File: config.mk
export PLATFORM = sky130hd
export DESIGN_NAME = serial_subtract_ctrl
export DESIGN_NICKNAME = d
export VERILOG_FILES = /design/src/rtl/serial_subtract_ctrl.sv
export SDC_FILE = /design/constraint.sdc
export NUM_CORES = 1
export LEC_CHECK = 0
export ABC_AREA = 1
export CAP_MARGIN = 20
export CORE_MARGIN = 5
export CORE_UTILIZATION = 30
export CTS_CLUSTER_SIZE = 25
export DETAILED_ROUTE_END_ITERATION = 10
export DONT_BUFFER_PORTS = 1
export GPL_TIMING_DRIVEN = 0
export SYNTH_ARGS = -nofsm -noshare
export SYNTH_HDL_FRONTEND = slang
export SYNTH_SLANG_ARGS = --single-unit
File: constraint.sdc
create_clock -name clk -period 1.4 [get_ports clk]
set_clock_uncertainty 0.05 [all_clocks]
set_input_delay 0.42 -clock clk [delete_from_list [all_inputs] [get_ports clk]]
set_output_delay 0.42 -clock clk [all_outputs]
set_load 0.01 [all_outputs]
File: src/rtl/serial_subtract_ctrl.sv
// serial_subtract_ctrl: bit-serial WIDTH-bit subtractor, diff = a - b - bin (mod 2^WIDTH).
// Latency: out_valid rises WIDTH cycles after the operand accept edge; one op at a time.
// Backpressure: holds the result in DONE while out_ready is low; in_ready only in IDLE.
// Ports:
//   clk, rst_n            clock, asynchronous active-low reset
//   in_valid/in_ready     operand handshake carrying a, b, bin
//   out_valid/out_ready   result handshake carrying diff, borrow_out, zero
//   busy                  high while an operation is in flight (RUN or DONE)

// Single-bit full subtractor: d = x - y - bin, bout = borrow into the next bit.
module full_subtractor (
  input  logic x,
  input  logic y,
  input  logic bin,
  output logic d,
  output logic bout
);
  assign d    = x ^ y ^ bin;
  assign bout = (~x & y) | (~(x ^ y) & bin);
endmodule

module serial_subtract_ctrl #(
  parameter int WIDTH = 8
) (
  input  logic             clk,
  input  logic             rst_n,
  input  logic             in_valid,
  output logic             in_ready,
  input  logic [WIDTH-1:0] a,
  input  logic [WIDTH-1:0] b,
  input  logic             bin,
  output logic             out_valid,
  input  logic             out_ready,
  output logic [WIDTH-1:0] diff,
  output logic             borrow_out,
  output logic             zero,
  output logic             busy
);
  localparam int CNT_W = $clog2(WIDTH) + 1;

  typedef enum logic [1:0] {
    IDLE = 2'd0,
    RUN  = 2'd1,
    DONE = 2'd2
  } state_t;

  state_t             state;
  state_t             state_nxt;
  logic [WIDTH-1:0]   a_sh;
  logic [WIDTH-1:0]   b_sh;
  logic [WIDTH-1:0]   result;
  logic [CNT_W-1:0]   cnt;
  logic               brw;
  logic               fs_d;
  logic               fs_bout;
  logic               accept;
  logic               last_bit;

  full_subtractor u_fs (
    .x    (a_sh[0]),
    .y    (b_sh[0]),
    .bin  (brw),
    .d    (fs_d),
    .bout (fs_bout)
  );

  assign accept   = (state == IDLE) && in_valid;
  // The edge that consumes bit WIDTH-1 is also the edge that enters DONE.
  assign last_bit = (cnt == CNT_W'(WIDTH - 1));

  // State register
  always_ff @(posedge clk or negedge rst_n) begin
    if (!rst_n) begin
      state <= IDLE;
    end else begin
      state <= state_nxt;
    end
  end

  // Next-state logic; the unused encoding falls back to IDLE.
  always_comb begin
    state_nxt = IDLE;
    case (state)
      IDLE:    state_nxt = in_valid ? RUN : IDLE;
      RUN:     state_nxt = last_bit ? DONE : RUN;
      DONE:    state_nxt = out_ready ? IDLE : DONE;
      default: state_nxt = IDLE;
    endcase
  end

  // Datapath: operands shift out LSB-first, difference bits enter result at the MSB.
  always_ff @(posedge clk or negedge rst_n) begin
    if (!rst_n) begin
      a_sh   <= '0;
      b_sh   <= '0;
      brw    <= 1'b0;
      result <= '0;
      cnt    <= '0;
    end else if (accept) begin
      a_sh   <= a;
      b_sh   <= b;
      brw    <= bin;
      result <= '0;
      cnt    <= '0;
    end else if (state == RUN) begin
      a_sh   <= {1'b0, a_sh[WIDTH-1:1]};
      b_sh   <= {1'b0, b_sh[WIDTH-1:1]};
      brw    <= fs_bout;
      result <= {fs_d, result[WIDTH-1:1]};
      cnt    <= cnt + CNT_W'(1);
    end
  end

  // Outputs decode from state and registers only. Result fields are gated to DONE
  // so they read as zero outside a valid result (including straight after reset).
  always_comb begin
    in_ready   = 1'b0;
    out_valid  = 1'b0;
    busy       = 1'b0;
    diff       = '0;
    borrow_out = 1'b0;
    zero       = 1'b0;
    case (state)
      IDLE: in_ready = 1'b1;
      RUN:  busy = 1'b1;
      DONE: begin
        busy       = 1'b1;
        out_valid  = 1'b1;
        diff       = result;
        borrow_out = brw;
        zero       = (result == '0);
      end
      default: ;
    endcase
  end
endmodule

# Word-level counts from Yosys, hierarchy flattened
# Cells that the tools add are included.
# op_classes
n_mux,20
addsub,1
eq_ne,3
reduce_logical,5
bitwise_logic,7
# ops
cell,count
$mux W8,7
$logic_not A8 Y1,1
$mux W1,8
$mux W4,2
$pmux W2 S3,1
$add A4 B1 Y4 const B,1
$eq A4 B3 Y1 const B,1
$mux W2,2
$and A1 B1 Y1,2
$eq A2 B1 Y1 const B,1
$eq A2 B2 Y1 const B,1
$logic_not A2 Y1,1
$not A1 Y1,2
$reduce_bool A2 Y1,1
$reduce_or A2 Y1,1
$xor A1 B1 Y1,2
$logic_and A1 B1 Y1,1
$or A1 B1 Y1,1
# word_totals
elab_cells,42
input_bits,21
output_inout_bits,13
regBits,31

# Logic depth before layout (Yosys ltp)
# depth
ltp_word,6
mapped_depth,7
mapped_depth_nobuf,7

# Hierarchy
# Synthesis repeated with hierarchy kept, for this count alone.
# hier_totals
hier_cells,194
area_unflattened_um2,1550.2
# modules_own_cells
mod,seq_area_each_um2,area_per_inst_um2,cells_each,n_inst
serial_subtract_ctrl,775.7,1519.0,190,1
full_subtractor,0.0,31.3,4,1

# Worst setup path before layout
# OpenSTA, ideal clock, no wires.
# synth_timing
path_kind,register to output
start,register state[0]
end,output port zero
path_stages_with_launch,5
path_buffers,0
path_slack_ns,-0.119
t_required_ns,0.930
t_arrival_ns,1.049
cell_sequence,dfrtp_1 > inv_1 > ha_1 > nand2_1 > nor3_1
# synth_via
elab_chain_len,2
# synth_rtl
element,line,source
start: declaration,47,state_t state;
start signal: assignment,76,state <= state_nxt;
$eq A2 B2 Y1,123,case (state)
$mux W1,123,
end: declaration,36,"output logic zero,"
# No other way between the ends.

# Final worst setup path
# layout_timing
start,register state[0]
end,output port diff[2]
# layout_via
elab_chain_len,2
# layout_rtl
element,line,source
$eq A2 B2 Y1,123,
$mux W8,123,
end: declaration,34,"output logic [WIDTH-1:0] diff,"
# No other way between the ends.

==> results.py <==
metrics = {
    "worst_setup_path": {
        "path_max_fanout": 5,
        "critPathTopFamily": "flip-flops",
        "crit_required_ns": 0.93,
        "critPathMaxStageDelay_ns": 0.39,
        "cp-end-kind": "output port",
        "path_buf_inv": 3,
        "start_kind": "register",
        "path_cells": "inv_2 -> ha_4 -> buf_4 -> nand2_1 -> inv_2",
        "r2r-start": "state[1]",
        "criticalPathCategory": "reg2out",
        "cp_data_arrival_time_ns": 1.20,
        "r2r-end": "b_sh[0]",
        "slowest_stage": "dfrtp_1",
        "path_common_cell": "inv_2",
        "r2r_slack_ns": -0.03,
        "reg2reg_depth": 6,
        "startpoint": "state[0]",
    },
    "clocking": {
        "cts_buffers": 5,
        "ctsRootBufferMaster": "clkbuf_8",
        "clk_pin_slew_ns": 0.07,
        "clk_latency_ns": 0.28,
        "ctsHtreeMaxLevel": 2,
        "cts.sinks": 31,
        "cts_tree": "done",
        "clock_path_buffers": 2,
    },
    "min_path": {
        "min_path_type": "in2reg",
        "hold_depth": 2,
        "worstHoldStart": "b[7]",
        "min_to": "b_sh[7]",
    },
    "timing": {
        "setup-tns-final_ns": -2.94,
        "slew_headroom_pct": 87.8,
        "worstMarginPinSlew_ns": 0.182,
        "setup_viol": 18,
        "fin_crit_sh_pct": 119,
        "slew_viol_final": 0,
        "rsz0062_at_grt": "true",
        "max_freq_ghz": 0.600,
        "period_minus_slack_ns": 1.67,
        "hold_viol_final": 0,
        "whs_ns": 0.209,
        "fin_ws_ns": -0.266,
    },
    "placement": {
        "dp_slack_ns": -0.152,
        "dp_hpwl_um": 2500,
        "io_buffer_count": 0,
        "place_inst": 259,
        "gp_congestion": 0.745,
    },
    "yosys": {
        "synth_seq_cells": 31,
        "yosysTopAreaCell": "dfrtp_1",
        "synth.distinct_cells": 21,
        "synth_nets": 216,
        "yosysTopAreaCellShare_pct": 48.5,
        "synth.area.top_cells": "dfrtp_1, nand2_1, nand3_1",
        "synth.avg_cell_area_um2": 8.47,
        "syn_area_um2": 1600,
        "yosysSeqAreaShare_pct": 48.5,
        "syn_inst": 189,
        "ys_warn_count": 0,
    },
    "route": {
        "vias_per_cell": 4.64,
        "wl_per_cell_um": 13.3,
        "m1WireLength_um": 1690,
        "vias": 1261,
        "drc": 0,
        "drtIter0Drc": 28,
        "antenna_left": 0,
        "wl_met2_um": 1580,
        "top_layer_used": "met4",
        "met3WireLength_um": 305,
        "first_pass_iters": 4,
        "wirelength_um": 3610,
    },
    "power": {
        "power_leakage_uw": 0.000921,
        "vdd_drop_max_v": 0.000913,
        "power_density_nw_per_um2": 2310,
    },
    "global_routing": {
        "grt_max_degree": 32,
        "grt_antenna_before_repair": 0,
        "grt_pass1_vias": 1268,
        "grt_usage_pct": 10.4,
        "overflow": 0,
        "grt_pass1_wl_um": 5790,
    },
    "run_status": {
        "violations": "negative setup slack",
        "outcome": "finished, violations left",
    },
    "floorplanning": {
        "start_util_pct": 31.1,
        "die_w_um": 83.0,
        "ios": 34,
        "core_um2": 5140,
        "row_count": 26,
        "die_h_um": 83.0,
        "die_area_um2": 6890,
    },
    "finish": {
        "drive_above_1_share_pct": 26.2,
        "nFillCells": 537,
        "area_delta_synth_final_pct": 22.4,
        "nets": 228,
        "final_cell_mix": "nand2_1, dfrtp_1, nand3_1",
        "diodes": 0,
        "stdcell_count": 272,
    },
    "flow_run": {
        "drv_cap": 0,
    },
}
## synthesized netlist by cell type
library cell	number
a21oi_1	21
a21oi_2	6
buf_2	4
buf_4	2
buf_6	4
dfrtp_1	31
fa_1	1
ha_1	5
inv_1	23
inv_2	1
inv_4	1
nand2_1	35
nand2_2	2
nand3_1	22
nand4_1	1
nor2_1	17
nor3_1	1
o211ai_2	2
o21ai_0	1
o21ai_1	8
xnor2_1	1
## sequential cells by signal (all words and copies together), names as in the netlist
name    count
b_sh        8
brw         1
result      8
state       2
cnt         4
a_sh        8
## how the worst max path moves through the flow
stage	slack, ns	cells after the start	end
after floorplan	0.03	5	borrow_out
after global placement	-0.11	7	b_sh[6]
after detailed placement	-0.15	7	a_sh[1]
after CTS	-0.26	4	zero
after global routing	-0.34	5	diff[2]
final	-0.27	5	diff[2]
## logic make-up after synthesis
family	count (synthesis)	synth area share (%)
and+or+nand+nor	78	20.6
AOI/OAI and AO/OA	38	14.2
buffers and inverters	35	11.0
DFF	31	48.5
adders and majority gates	6	5.16
xor gates and xnor gates	1	0.547
## final cells by class
cell class | count | area, um2 | area share (%)
flip-flops and latches | 31 | 776 | 39.6
multi-input cells | 123 | 723 | 36.9
inverters | 25 | 104 | 5.30
clock buffers | 6 | 82.6 | 4.22
repair buffers | 5 | 52.6 | 2.68
plain buffers | 10 | 97.6 | 4.98
well taps | 70 | 87.6 | 4.47
clock inverters | 2 | 35.0 | 1.79
## routing by layer
layer  GRT usage [%]  vias up
li1                -      627
met1            12.9      591
met2            15.0       38
met3            5.74        5
met4            4.16        0
met5               0        -
## stage by stage
stage          total power [uW]  instance area (um2)  utilization, %
6_report                   4520                 1960            38.1
3_5_place_dp               3390                 1710            33.3
4_1_cts                    4390                 1880            36.5
2_1_floorplan              2990                 1620               -
3_3_place_gp               3340                 1710            33.3
5_1_grt                    4890                 1960            38.1
## report_power, final
group,leakage (uW),switching [uW],internal [uW]
clock,0.0000612,331,575
sequential,0.000390,275,1310
combinational,0.000470,1150,872
## what timing repair did
item | in CTS | in global routing
hold endpoints to repair | 31 | 0
hold buffers | 2 | 0
endpoints found under the setup margin | 42 | 43
gates resized for setup | 13 | 16
gates cloned | 0 | 1
buffers inserted | 1 | 1
(Power assumes the default switching activity.)
